**src/rtl/an_grid_pkg.sv**
```systemverilog
// ---------------------------------------------------------------------------
// an_grid_pkg
// Shared constants, helper functions and the controller state type for the
// AN-code grid corrector. The *_DEF values are the default build of the
// block. The helper functions let each module derive its own constants from
// its actual parameters.
// ---------------------------------------------------------------------------
package an_grid_pkg;

  localparam int A_DEF    = 13;
  localparam int CW_DEF   = 6;
  localparam int MW_DEF   = 3;
  localparam int RW_DEF   = 4;
  localparam int ROWS_DEF = 4;
  localparam int COLS_DEF = 4;

  // Barrett multiplier floor(2^(2*cw) / a).
  function automatic int barrett_m(input int a, input int cw);
    return (1 << (2 * cw)) / a;
  endfunction

  // Residue of +2^k modulo a.
  function automatic int pow2_mod(input int a, input int k);
    return (1 << k) % a;
  endfunction

  // Quotient floor(2^k / a). A single-bit error moves the quotient by this
  // amount, or by this amount plus one.
  function automatic int pow2_div(input int a, input int k);
    return (1 << k) / a;
  endfunction

  localparam int K     = 2 * CW_DEF;
  localparam int M     = barrett_m(A_DEF, CW_DEF);
  localparam int N     = ROWS_DEF * COLS_DEF;
  localparam int CNT_W = $clog2(N + 1);

  typedef enum logic [1:0] {
    ST_IDLE,
    ST_DETECT,
    ST_SCAN,
    ST_DONE
  } state_e;

endpackage

```
**src/rtl/an_barrett_cell.sv**
```systemverilog
// ---------------------------------------------------------------------------
// an_barrett_cell
// Purely combinational AN-code decode of one codeword.
// It uses Barrett reduction to form quotient and residue without a divider.
// The Barrett estimate is never above the true quotient and is at most one
// below it, so a single conditional subtract gives exact q and r.
//   cw_i  : codeword
//   msg_o : quotient truncated to the message width
//   r_o   : residue cw mod A
//   err_o : residue is nonzero
// ---------------------------------------------------------------------------
module an_barrett_cell
  import an_grid_pkg::*;
#(
  parameter int A  = A_DEF,
  parameter int CW = CW_DEF,
  parameter int MW = MW_DEF,
  parameter int RW = RW_DEF
) (
  input  logic [CW-1:0] cw_i,
  output logic [MW-1:0] msg_o,
  output logic [RW-1:0] r_o,
  output logic          err_o
);

  localparam int KB  = 2 * CW;
  localparam int MB  = barrett_m(A, CW);
  localparam int PW  = CW + $clog2(MB + 1);
  localparam int RXW = CW + 2;

  logic [PW-1:0]  prod;
  logic [CW-1:0]  q_est;
  logic [CW-1:0]  q_fix;
  logic [RXW-1:0] r_raw;
  logic [RXW-1:0] r_fix;

  // Estimate, then apply one correction step when the residue is still >= A.
  always_comb begin
    prod  = PW'(cw_i) * PW'(MB);
    q_est = CW'(prod >> KB);
    r_raw = RXW'(cw_i) - RXW'(q_est) * RXW'(A);
    if (r_raw >= RXW'(A)) begin
      r_fix = r_raw - RXW'(A);
      q_fix = q_est + CW'(1);
    end else begin
      r_fix = r_raw;
      q_fix = q_est;
    end
    msg_o = MW'(q_fix);
    r_o   = RW'(r_fix);
    err_o = (r_fix != '0);
  end

endmodule

```
**src/rtl/an_grid_corrector.sv**
```systemverilog
// ---------------------------------------------------------------------------
// an_grid_corrector
// Decodes a ROWS x COLS grid of AN-coded words. A cell is corrected only when
// its own residue is nonzero and both its row and its column show an error.
// The fix assumes a single-bit error of +/-2^k in that cell. One shared
// corrector walks the cells one per cycle.
//   clk, rst_n          : clock, asynchronous active-low reset
//   in_valid/in_ready   : grid handshake; in_cw cell i at [i*CW +: CW]
//   out_valid/out_ready : result handshake; held stable until taken
//   out_msg             : decoded messages, cell i at [i*MW +: MW]
//   out_err_map         : cells with a nonzero residue
//   out_err_count       : number of successfully corrected cells
//   out_uncorr          : some candidate cell could not be corrected
// ---------------------------------------------------------------------------
module an_grid_corrector
  import an_grid_pkg::*;
#(
  parameter int A    = A_DEF,
  parameter int CW   = CW_DEF,
  parameter int MW   = MW_DEF,
  parameter int RW   = RW_DEF,
  parameter int ROWS = ROWS_DEF,
  parameter int COLS = COLS_DEF
) (
  input  logic                              clk,
  input  logic                              rst_n,
  input  logic                              in_valid,
  output logic                              in_ready,
  input  logic [ROWS*COLS*CW-1:0]           in_cw,
  output logic                              out_valid,
  input  logic                              out_ready,
  output logic [ROWS*COLS*MW-1:0]           out_msg,
  output logic [ROWS*COLS-1:0]              out_err_map,
  output logic [$clog2(ROWS*COLS+1)-1:0]    out_err_count,
  output logic                              out_uncorr
);

  localparam int NC   = ROWS * COLS;
  localparam int CNTW = $clog2(NC + 1);
  localparam int IDXW = (NC > 1) ? $clog2(NC) : 1;
  localparam int PTRW = CNTW;

  state_e state_q, state_d;

  logic [CW-1:0]   cw_q     [NC];
  logic [MW-1:0]   cell_msg [NC];
  logic [RW-1:0]   cell_r   [NC];
  logic [NC-1:0]   cell_err;
  logic [ROWS-1:0] er_d;
  logic [COLS-1:0] ec_d;

  logic [MW-1:0]   qmsg_q [NC];
  logic [RW-1:0]   r_q    [NC];
  logic [NC-1:0]   err_q;
  logic [ROWS-1:0] er_q;
  logic [COLS-1:0] ec_q;
  logic [NC-1:0]   cand;

  logic [MW-1:0]   omsg_q [NC];
  logic [CNTW-1:0] cnt_q;
  logic            uncorr_q;

  logic [PTRW-1:0] ptr_q;
  logic [IDXW-1:0] ptr_idx;

  logic            sel_valid_q;
  logic [IDXW-1:0] sel_idx_q;
  logic [MW-1:0]   sel_msg_q;
  logic [RW-1:0]   sel_r_q;
  logic [CW-1:0]   sel_cw_q;
  logic            sel_cand_q;

  logic            fix_found;
  logic            fix_ok;
  logic [MW-1:0]   fix_msg;

  genvar g;
  generate
    for (g = 0; g < NC; g++) begin : g_cell
      an_barrett_cell #(
        .A  (A),
        .CW (CW),
        .MW (MW),
        .RW (RW)
      ) u_cell (
        .cw_i  (cw_q[g]),
        .msg_o (cell_msg[g]),
        .r_o   (cell_r[g]),
        .err_o (cell_err[g])
      );
    end
  endgenerate

  // Row and column error flags from the live cell decodes.
  always_comb begin
    er_d = '0;
    ec_d = '0;
    for (int i = 0; i < NC; i++) begin
      er_d[i / COLS] = er_d[i / COLS] | cell_err[i];
      ec_d[i % COLS] = ec_d[i % COLS] | cell_err[i];
    end
  end

  always_comb begin
    cand = '0;
    for (int i = 0; i < NC; i++) begin
      cand[i] = err_q[i] & er_q[i / COLS] & ec_q[i % COLS];
    end
  end

  assign ptr_idx = ptr_q[IDXW-1:0];

  // Shared corrector. For a residue r, the +2^k hypothesis gives q - floor(2^k/A).
  // The -2^k hypothesis gives q + floor(2^k/A) + 1. These are only valid when
  // cw -/+ 2^k stays inside the codeword range.
  always_comb begin
    fix_found = 1'b0;
    fix_ok    = 1'b0;
    fix_msg   = sel_msg_q;
    for (int k = 0; k < CW; k++) begin
      if (!fix_found && int'(sel_r_q) == pow2_mod(A, k)) begin
        fix_found = 1'b1;
        if (int'(sel_cw_q) >= (1 << k)) begin
          fix_ok  = 1'b1;
          fix_msg = sel_msg_q - MW'(pow2_div(A, k));
        end
      end
    end
    for (int k = 0; k < CW; k++) begin
      if (!fix_found && int'(sel_r_q) == (A - pow2_mod(A, k)) % A) begin
        fix_found = 1'b1;
        if (int'(sel_cw_q) + (1 << k) < (1 << CW)) begin
          fix_ok  = 1'b1;
          fix_msg = sel_msg_q + MW'(pow2_div(A, k) + 1);
        end
      end
    end
  end

  // Controller next state. SCAN ends once the last cell has been written.
  // Selection is registered one cycle ahead of the write.
  always_comb begin
    state_d = state_q;
    case (state_q)
      ST_IDLE:   if (in_valid) state_d = ST_DETECT;
      ST_DETECT: state_d = ST_SCAN;
      ST_SCAN:   if (sel_valid_q && sel_idx_q == IDXW'(NC - 1)) state_d = ST_DONE;
      ST_DONE:   if (out_ready) state_d = ST_IDLE;
      default:   state_d = ST_IDLE;
    endcase
  end

  always_ff @(posedge clk or negedge rst_n) begin
    if (!rst_n) state_q <= ST_IDLE;
    else        state_q <= state_d;
  end

  // Datapath: capture, detect, then scan one cell per cycle through a
  // one-stage select/write pipeline.
  always_ff @(posedge clk or negedge rst_n) begin
    if (!rst_n) begin
      for (int i = 0; i < NC; i++) begin
        cw_q[i]   <= '0;
        qmsg_q[i] <= '0;
        r_q[i]    <= '0;
        omsg_q[i] <= '0;
      end
      err_q       <= '0;
      er_q        <= '0;
      ec_q        <= '0;
      cnt_q       <= '0;
      uncorr_q    <= 1'b0;
      ptr_q       <= '0;
      sel_valid_q <= 1'b0;
      sel_idx_q   <= '0;
      sel_msg_q   <= '0;
      sel_r_q     <= '0;
      sel_cw_q    <= '0;
      sel_cand_q  <= 1'b0;
    end else begin
      case (state_q)
        ST_IDLE: begin
          if (in_valid) begin
            for (int i = 0; i < NC; i++) cw_q[i] <= in_cw[i*CW +: CW];
          end
        end
        ST_DETECT: begin
          for (int i = 0; i < NC; i++) begin
            qmsg_q[i] <= cell_msg[i];
            r_q[i]    <= cell_r[i];
          end
          err_q       <= cell_err;
          er_q        <= er_d;
          ec_q        <= ec_d;
          cnt_q       <= '0;
          uncorr_q    <= 1'b0;
          ptr_q       <= '0;
          sel_valid_q <= 1'b0;
        end
        ST_SCAN: begin
          if (ptr_q < PTRW'(NC)) begin
            sel_valid_q <= 1'b1;
            sel_idx_q   <= ptr_idx;
            sel_msg_q   <= qmsg_q[ptr_idx];
            sel_r_q     <= r_q[ptr_idx];
            sel_cw_q    <= cw_q[ptr_idx];
            sel_cand_q  <= cand[ptr_idx];
            ptr_q       <= ptr_q + PTRW'(1);
          end else begin
            sel_valid_q <= 1'b0;
          end
          if (sel_valid_q) begin
            if (sel_cand_q && fix_ok) begin
              omsg_q[sel_idx_q] <= fix_msg;
              cnt_q             <= cnt_q + CNTW'(1);
            end else begin
              omsg_q[sel_idx_q] <= sel_msg_q;
              if (sel_cand_q) uncorr_q <= 1'b1;
            end
          end
        end
        default: begin
        end
      endcase
    end
  end

  always_comb begin
    out_msg = '0;
    for (int i = 0; i < NC; i++) out_msg[i*MW +: MW] = omsg_q[i];
  end

  assign in_ready      = (state_q == ST_IDLE);
  assign out_valid     = (state_q == ST_DONE);
  assign out_err_map   = err_q;
  assign out_err_count = cnt_q;
  assign out_uncorr    = uncorr_q;

endmodule

```
**config.mk**
```make
export PLATFORM = sky130hd
export DESIGN_NAME = an_grid_corrector
export DESIGN_NICKNAME = d
export VERILOG_FILES = /design/src/rtl/an_grid_pkg.sv /design/src/rtl/an_barrett_cell.sv /design/src/rtl/an_grid_corrector.sv
export SDC_FILE = /design/constraint.sdc
export NUM_CORES = 1
export LEC_CHECK = 0
export CAP_MARGIN = 20
export CELL_PAD_IN_SITES_DETAIL_PLACEMENT = 0
export CELL_PAD_IN_SITES_GLOBAL_PLACEMENT = 1
export CORE_ASPECT_RATIO = 1.75
export CORE_MARGIN = 10
export CORE_UTILIZATION = 50
export CTS_BUF_LIST = sky130_fd_sc_hd__clkbuf_4
export DETAILED_ROUTE_END_ITERATION = 12
export PLACE_DENSITY_LB_ADDON = 0.1
export SYNTH_ARGS = -nofsm -noshare
export SYNTH_HDL_FRONTEND = slang
export SYNTH_SLANG_ARGS = --single-unit
```
**constraint.sdc**
```tcl
create_clock -name clk -period 10.3 [get_ports clk]
set_clock_uncertainty 0.2 [all_clocks]
set_input_delay 2.06 -clock clk [delete_from_list [all_inputs] [get_ports clk]]
set_output_delay 2.06 -clock clk [all_outputs]
set_load 0.02 [all_outputs]
```
==> results of run 1 <==
## metrics by stage
stage / hold slack, ps / cell area [sq um] / instances / utilization
finish: 282 / 39900 / 4979 / 0.556
global route: 312 / 39900 / 4978 / 0.556
CTS: 286 / 39900 / 4977 / 0.556
detailed placement: 271 / 38800 / 4833 / 0.541
global placement: 261 / 38800 / 4833 / 0.541
floorplan: 260 / 36200 / 3815 / -
## worst max-delay path by stage
stage / from / endpoint / slack, ps / depth (start not counted)
after floorplan: cw_q[0] / ec_q[3] / 3120 / 25
after CTS: cw_q[26] / ec_q[3] / 2190 / 25
after detailed placement: cw_q[26] / ec_q[3] / 2270 / 25
after global placement: cw_q[24] / ec_q[3] / 2330 / 25
after global routing: cw_q[24] / ec_q[3] / 1730 / 25
final: cw_q[24] / ec_q[3] / 2220 / 25
## synthesized netlist by cell type, types with 33 or more instances
cell type,instances
inv_1,595
dfrtp_1,312
nand2b_1,44
ha_1,649
clkbuf_1,69
nand3_1,50
nor2_1,242
fa_1,172
a21o_1,41
xnor2_1,142
nor2b_1,53
a21oi_1,245
mux2i_1,33
o21ai_0,134
o21a_1,45
mux2_2,163
nand2_1,195
mux4_2,65
nor3_1,36
xor2_1,91
## layer usage
metal,wire [um],share of wire,up-vias,track usage
li1,-,-,13600,-
met1,36900,0.39,13400,0.249
met2,50500,0.54,459,0.425
met3,3370,0.036,163,0.0316
met4,2940,0.031,0,0.0837
met5,0,0,-,0
## registers in the layout, indices dropped and copies added, names as in the netlist, 2 cells and up
| name | count |
|---|---|
| qmsg_q | 48 |
| out_msg | 48 |
| out_err_count | 5 |
| ptr_q | 5 |
| sel_r_q | 4 |
| r_q | 64 |
| out_err_map | 16 |
| sel_msg_q | 3 |
| er_q | 4 |
| ec_q | 4 |
| sel_cw_q | 6 |
| cw_q | 96 |
| state_q | 2 |
| sel_idx_q | 4 |
## final cells by class
type,instances,area share
antenna,2,0.000126
clock inverter,33,0.00512
tap,924,0.0290
timing repair buffer,182,0.0454
clock buffer,111,0.0209
inverter,595,0.0560
multi-input combinational,2820,0.647
sequential,312,0.196
## critical path, stage by stage (launching register included)
cell and delay [ps]:
dfrtp_1 480, fa_1 570, inv_1 50, fa_1 480, fa_1 550, inv_1 40
ha_1 280, a21o_1 150, a21oi_1 120, o21ai_0 180, a2111oi_0 700, o21bai_1 200
xor2_1 410, ha_1 320, ha_1 210, inv_1 80, fa_1 400, ha_1 500
o21a_1 180, o21a_1 100, o41a_1 220, or3b_1 400, or2_0 370, o32ai_1 250
nand3_1 130, o32a_1 380
## cells by family (layout without fill, tap and decap cells)
group | Yosys count | count (layout)
compound gates | 718 | 718
xor+xnor | 233 | 233
fa+ha+maj | 821 | 821
buf+inv | 683 | 921
flops | 312 | 312
mux | 261 | 261
other cells | 0 | 2
simple gates | 787 | 787
==> impl_metrics.csv, run 1 <==
group,metric,value,unit
logic_synthesis,yosysTopAreaCellShare,0.224,
logic_synthesis,synth_xor_area_frac,0.0564,
setup_path,arrival,8680,ps
logic_synthesis,netlist_area,36200,sq um
logic_synthesis,synth_compound_area_frac,0.129,
min_path,worstHoldEndpoint,"out_msg[6]",
cts,insertion_delay,970,ps
logic_synthesis,synthAdderAreaFrac,0.320,
setup_path,reg2reg_from,"cw_q[24]",
global_routing,grt_first_pass_wirelength,153,mm
global_routing,grt_use_total,0.225,
cts,cts_tree,"done",
cts,cts.repair.resized,0,
timing,worst_slack,2220,ps
logic_synthesis,synth_edf_count,0,
global_routing,antenna_found_initial,1,
final_layout,final_common_cell,"ha_1",
timing,final_hold_viol_count,0,
detailed_routing,drcViolationCount,0,
min_path,hold_path_depth,2,
cts,cts_sinks,312,
placement,hpwl,75.2,mm
timing,maxSlewViolCount,0,
logic_synthesis,synth_mux_area_frac,0.100,
detailed_routing,drt_iter0_markers,1228,
detailed_routing,vias,27600,
timing,relSlewSlack,0.349,
logic_synthesis,syn_nets,4736,
floorplan,core-area,71700,sq um
timing,period_minus_slack,8080,ps
detailed_routing,drt-pass1-iter-count,5,
final_layout,multi_input_area,25800,sq um
logic_synthesis,synth_area_leaders,"ha_1, dfrtp_1, fa_1",
logic_synthesis,ys_ff_latch,312,
cts,cts_buffers,86,
cts,h-tree-depth,3,
timing,worst_pin_slew,972,ps
final_layout,nets,4918,
logic_synthesis,synthSimpleGateAreaFrac,0.107,
setup_path,r2r_end,"ec_q[3]",
detailed_routing,viasPerCell,5.55,
setup_path,criticalPathCategory,"reg2reg",
min_path,hold_class,"reg2reg",
floorplan,die_w,223,um
logic_synthesis,yosysSeqAreaShare,0.216,
setup_path,cp.required,10910,ps
logic_synthesis,async_flop_share,1.00,
final_layout,drive_above_1_share,0.105,
timing,final.setup.tns,0,ps
setup_path,start_kind,"register",
detailed_routing,totalWireLength,93.7,mm
setup_path,reg2reg_depth,25,
placement,place_ws,2270,ps
logic_synthesis,synth_top_family_by_area,"adder cells",
cts,clk_path_buf_depth,3,
timing,grt_setup_unrepaired,"false",
floorplan,rows,130,
logic_synthesis,synth_top_area_cell,"ha_1",
timing,max_clock_freq,124,MHz
final_layout,final_cell_mix,"ha_1, inv_1, dfrtp_1, a21oi_1, nor2_1",
logic_synthesis,synth.avg_cell_area,9.49,sq um
floorplan,pin_count,172,
floorplan,initial_core_util,0.504,
timing,setup_violations,0,
cts,cts.reportedPaths.clkPinSlew,70,ps
setup_path,path_max_fanout,11,
cts,cts_root_buf,"clkbuf_4",
final_layout,final-seq-area,7810,sq um
logic_synthesis,synthFlopType,"dfrtp_1",
timing,fin_crit_sh,0.784,
logic_synthesis,synthCells,3815,
placement,gp_congestion,0.896,
cts,cts_setup_buffers,0,
placement,io_buffers,171,
setup_path,crit_path_end_kind,"register",
global_routing,grt_max_degree,154,
min_path,min_from,"out_msg[6]",
floorplan,dieArea,84000,sq um
final_layout,fillers,6711,
run_status,run_status,"finished clean",
run,cap_violations,0,
logic_synthesis,synth_cell_types,94,
detailed_routing,ant_nets,0,
logic_synthesis,ys_warn_count,0,
cts,hold_buffers,0,
setup_path,r2r_slack,2220,ps
global_routing,grt_pass1_vias,28900,
floorplan,die_h,376,um
detailed_routing,wl_per_cell,18.8,um
final_layout,syn_to_final_growth,10.2,%
global_routing,overflow,0,
Power of run 1 is left out: the tool's default activity adds up to more than one toggle a clock period on the data nets, which glitch-free logic cannot reach.
==> inputs of run 2 (changes only) <==
--- a/config.mk
+++ b/config.mk
@@ -10,7 +10,7 @@
 export CELL_PAD_IN_SITES_GLOBAL_PLACEMENT = 1
 export CORE_ASPECT_RATIO = 1.75
 export CORE_MARGIN = 10
-export CORE_UTILIZATION = 50
+export CORE_UTILIZATION = 45
 export CTS_BUF_LIST = sky130_fd_sc_hd__clkbuf_4
 export DETAILED_ROUTE_END_ITERATION = 12
 export PLACE_DENSITY_LB_ADDON = 0.1
==> constraint.sdc (replaced) <==
create_clock -name clk -period 6.65 [get_ports clk]
set_clock_uncertainty 0.2 [all_clocks]
set_input_delay 1.33 -clock clk [delete_from_list [all_inputs] [get_ports clk]]
set_output_delay 1.33 -clock clk [all_outputs]
set_load 0.02 [all_outputs]
==> impl_metrics.csv, run 2 (synthesis gave the netlist of run 1 again) <==
group,metric,value,unit
timing,fin_crit_sh,1.03,
final_layout,syn_to_final_growth,30.5,%
detailed_routing,drcViolationCount,0,
global_routing,grt_first_pass_wirelength,164,mm
global_routing,grt_pass1_vias,31500,
timing,period_minus_slack,6860,ps
floorplan,rows,137,
setup_path,start_kind,"register",
cts,cts_tree,"done",
setup_path,crit_cells,28,
run,cap_violations,0,
setup_path,slowest_stage,"fa_1",
final_layout,drive_above_1_share,0.298,
cts,cts_sinks,312,
global_routing,grt_use_total,0.222,
setup_path,cp.required,7270,ps
floorplan,die_w,234,um
timing,worst_pin_slew,1080,ps
placement,gp_congestion,0.867,
setup_path,r2r_end,"ec_q[3]",
final_layout,largestRegisters,"cw_q: 96 flops, r_q: 64 flops",
setup_path,crit_start,"cw_q[0]",
final_layout,final_common_cell,"inv_1",
global_routing,grt-busiest-layer,"met2",
setup_path,reg2reg_from,"cw_q[0]",
cts,cts_buffers,87,
detailed_routing,wl_per_cell,18.4,um
timing,final.setup.tns,-617,ps
global_routing,grt.met2_usage,0.434,
timing,worst_slack,-211,ps
run_status,run_status,"finished with violations",
setup_path,criticalPathCategory,"reg2reg",
global_routing,antenna_found_initial,4,
final_layout,nets,5477,
placement,hpwl,82.7,mm
timing,final_hold_viol_count,0,
final_layout,regMostFlops,"cw_q",
timing,grt_setup_unrepaired,"true",
setup_path,arrival,7480,ps
run_status,violations,"setup timing",
setup_path,crit_path_end_kind,"register",
placement,io_buffers,171,
timing,setup_violations,4,
floorplan,dieArea,92600,sq um
timing,maxSlewViolCount,0,
setup_path,crit_path_end,"ec_q[3]",
setup_path,path_max_fanout,4,
cts,hold_buffers,0,
min_path,hold_class,"in2async",
cts,h-tree-depth,3,
detailed_routing,ant_nets,0,
timing,max_clock_freq,146,MHz
detailed_routing,viasPerCell,5.31,
setup_path,critPathBufInv,5,
final_layout,stdcell_count,5665,
global_routing,overflow,0,
setup_path,crit_family,"adder cells",
global_routing,use_met1,0.240,
floorplan,pin_count,172,
cts,cts_root_buf,"clkbuf_4",
final_layout,largest_reg_flops,96,
timing,whs,182,ps
setup_path,r2r_slack,-210,ps
detailed_routing,drt_iter0_markers,996,
cts,insertion_delay,950,ps
final_layout,final_cell_mix,"inv_1, ha_1, buf_4, dfrtp_1, nor2_1",
timing,relSlewSlack,0.275,
detailed_routing,totalWireLength,104,mm
cts,cts.reportedPaths.clkPinSlew,70,ps
detailed_routing,drt-pass1-iter-count,7,
detailed_routing,vias,30100,
setup_path,slowest_delay,550,ps
floorplan,core-area,79700,sq um
floorplan,die_h,395,um
cts,clk_path_buf_depth,3,
floorplan,initial_core_util,0.454,
setup_path,cpMostUsedCell,"fa_1",
global_routing,gr-usage-met3,0.0277,
placement,dp_cells,5406,
final_layout,fin_area,47200,sq um
global_routing,grt_max_degree,157,
setup_path,reg2reg_depth,28,
placement,placed_area,42600,sq um
-- run 2: cell count changes in the layout (fill, tap and decap cells not counted), sizes merged --
cell	change
clkbuf	+5
bufinv	+2
buf	+557
inv	-2
clkinv	+3
diode	+1
clkinvlp	+2
-- run 2: stage by stage --
step | setup WS [ps] | util
2_1_floorplan | -58.9 | -
6_report | -211 | 0.592
5_1_grt | -623 | 0.592
4_1_cts | -355 | 0.560
3_3_place_gp | -400 | 0.535
3_5_place_dp | -431 | 0.535
-- run 2: timing repair --
action | in CTS | in global routing
gates resized for setup | 158 | 371
endpoints found under the hold margin | 0 | 0
pin swaps | 115 | 358
cloned | 0 | 1
buffers inserted | 28 | 76
endpoints found under the setup margin | 91 | 118
-- run 2: layout make-up --
cell class,count,area (sq um)
Tap cell,1042,1300
Timing Repair Buffer,740,6240
Clock inverter,38,236
Clock buffer,115,863
Fill cell,7111,32500
Inverter,595,2240
Sequential cell,312,7860
Antenna cell,3,7.51
Multi-Input combinational cell,2820,28500
-- run 2: worst min-delay path by stage --
stage | endpoint | cells after the start | slack [ps]
3_3_place_gp | out_msg[24] | 2 | 260
4_1_cts | cw_q[67] | 1 | 90
6_report | cw_q[83] | 1 | 180
5_1_grt | cw_q[83] | 1 | 190
3_5_place_dp | out_msg[24] | 2 | 270
2_1_floorplan | qmsg_q[34] | 1 | 260
-- run 2: layer usage --
| layer | vias up | wire length, um |
|---|---|---|
| li1 | 14700 | - |
| met1 | 14800 | 39700 |
| met2 | 407 | 58600 |
| met3 | 133 | 3050 |
| met4 | 2 | 2680 |
| met5 | - | 11 |
Power of run 2 is left out for the same reason.
==> inputs of run 3 (changes only) <==
--- a/config.mk
+++ b/config.mk
@@ -17,3 +17,4 @@
 export SYNTH_ARGS = -nofsm -noshare
 export SYNTH_HDL_FRONTEND = slang
 export SYNTH_SLANG_ARGS = --single-unit
+export TNS_END_PERCENT = 1
==> impl_metrics.csv, run 3 (synthesis gave the netlist of run 1 again) <==
group,metric,value,unit
run_status,run_status,"finished with violations",
run_status,violations,"setup timing",
final_layout,syn_to_final_growth,23.9,%
cts,cts_sinks,312,
detailed_routing,viasPerCell,5.29,
run,cap_violations,0,
detailed_routing,drt-pass1-iter-count,6,
cts,clk_path_buf_depth,3,
detailed_routing,ant_nets,0,
final_layout,stdcell_count,5566,
setup_path,r2r_slack,-260,ps
floorplan,pin_count,172,
setup_path,arrival,7560,ps
cts,cts.reportedPaths.clkPinSlew,80,ps
setup_path,slowest_delay,550,ps
timing,max_clock_freq,145,MHz
timing,setup_violations,20,
setup_path,cp.required,7300,ps
timing,whs,229,ps
min_path,hold_class,"in2async",
cts,cts_buffers,83,
timing,final_hold_viol_count,0,
timing,relSlewSlack,0.344,
final_layout,fillers,7341,
final_layout,final_util,0.562,
timing,worst_pin_slew,985,ps
placement,io_buffers,171,
detailed_routing,wl_per_cell,18.0,um
final_layout,regMostFlops,"cw_q",
cts,cts_tree,"done",
floorplan,core-area,79700,sq um
setup_path,criticalPathCategory,"reg2reg",
placement,gp_congestion,0.882,
timing,period_minus_slack,6910,ps
global_routing,grt_max_degree,198,
setup_path,crit_start,"cw_q[2]",
cts,hold_buffers,0,
floorplan,die_h,395,um
floorplan,dieArea,92600,sq um
timing,fin_crit_sh,1.04,
placement,dp_cells,5399,
final_layout,drive_above_1_share,0.238,
global_routing,grt_use_total,0.216,
cts,cts_root_buf,"clkbuf_4",
placement,hpwl,82.0,mm
global_routing,grt_pass1_vias,30600,
final_layout,nets,5382,
detailed_routing,vias,29400,
final_layout,largestRegisters,"cw_q: 96 flops, r_q: 64 flops",
final_layout,largest_reg_flops,96,
timing,worst_slack,-261,ps
global_routing,antenna_found_initial,1,
floorplan,rows,137,
final_layout,final_cell_mix,"ha_1, inv_1, buf_4, dfrtp_1, nor2_1",
setup_path,reg2reg_depth,29,
floorplan,die_w,234,um
placement,place_ws,-497,ps
setup_path,critPathBufInv,6,
floorplan,initial_core_util,0.454,
detailed_routing,totalWireLength,100,mm
final_layout,final_common_cell,"ha_1",
setup_path,crit_family,"adder cells",
global_routing,overflow,0,
setup_path,crit_path_end_kind,"register",
detailed_routing,drcViolationCount,0,
timing,maxSlewViolCount,0,
setup_path,start_kind,"register",
setup_path,reg2reg_from,"cw_q[2]",
setup_path,cpMostUsedCell,"fa_1",
global_routing,grt_first_pass_wirelength,159,mm
setup_path,slowest_stage,"fa_1",
timing,grt_setup_unrepaired,"true",
detailed_routing,drt_iter0_markers,1156,
cts,h-tree-depth,3,
setup_path,path_max_fanout,4,
setup_path,r2r_end,"ec_q[3]",
cts,insertion_delay,1010,ps
## run 3: layout make-up
class / instances / area (sq um) / area share
multi-input combinational: 2820 / 26900 / 0.601
sequential: 312 / 7840 / 0.175
timing repair buffer: 649 / 5430 / 0.121
inverter: 595 / 2230 / 0.0498
tap: 1042 / 1300 / 0.0291
clock buffer: 106 / 796 / 0.0178
clock inverter: 40 / 263 / 0.00586
antenna: 2 / 5.00 / 0.000112
## run 3: how the worst max path moves through the flow
stage,cells after the start,to
global placement,27,ec_q[0]
global route,30,ec_q[3]
detailed placement,27,ec_q[3]
CTS,28,ec_q[3]
floorplan,28,ec_q[3]
finish,29,ec_q[3]
## run 3: worst reg2reg max path: cells and delay by family, from the launching register on
family                   cells  cell delay (ps)
XOR/XNOR                     1              170
flip-flops                   1              400
AO/OA/AOI/OAI               10             2150
adder cells (fa/ha/maj)      8             2930
AND/OR/NAND/NOR              4              380
buffers and inverters        6              570
## run 3: routing by layer
| layer | vias to the layer above | global-route usage | wire, um |
|---|---|---|---|
| met1 | 14400 | 0.233 | 38600 |
| met2 | 393 | 0.424 | 56100 |
| met4 | 0 | 0.0635 | 2340 |
| met3 | 121 | 0.0259 | 3090 |
| met5 | - | 0 | 0 |
| li1 | 14500 | - | - |
## run 3: what timing repair did
action / in CTS / in global routing
buffers inserted: 4 / 14
pin swaps: 50 / 85
gates resized for setup: 86 / 132
setup endpoints to repair: 97 / 132
## run 3: metrics by stage
step                      area (sq um)  setup TNS, ps
after floorplan                  36400           -395
after global placement           42600         -11490
final                            44800          -2140
after detailed placement         42600         -15430
after global routing             44800         -27360
after CTS                        44000          -6300
Power of run 3 is left out for the same reason.
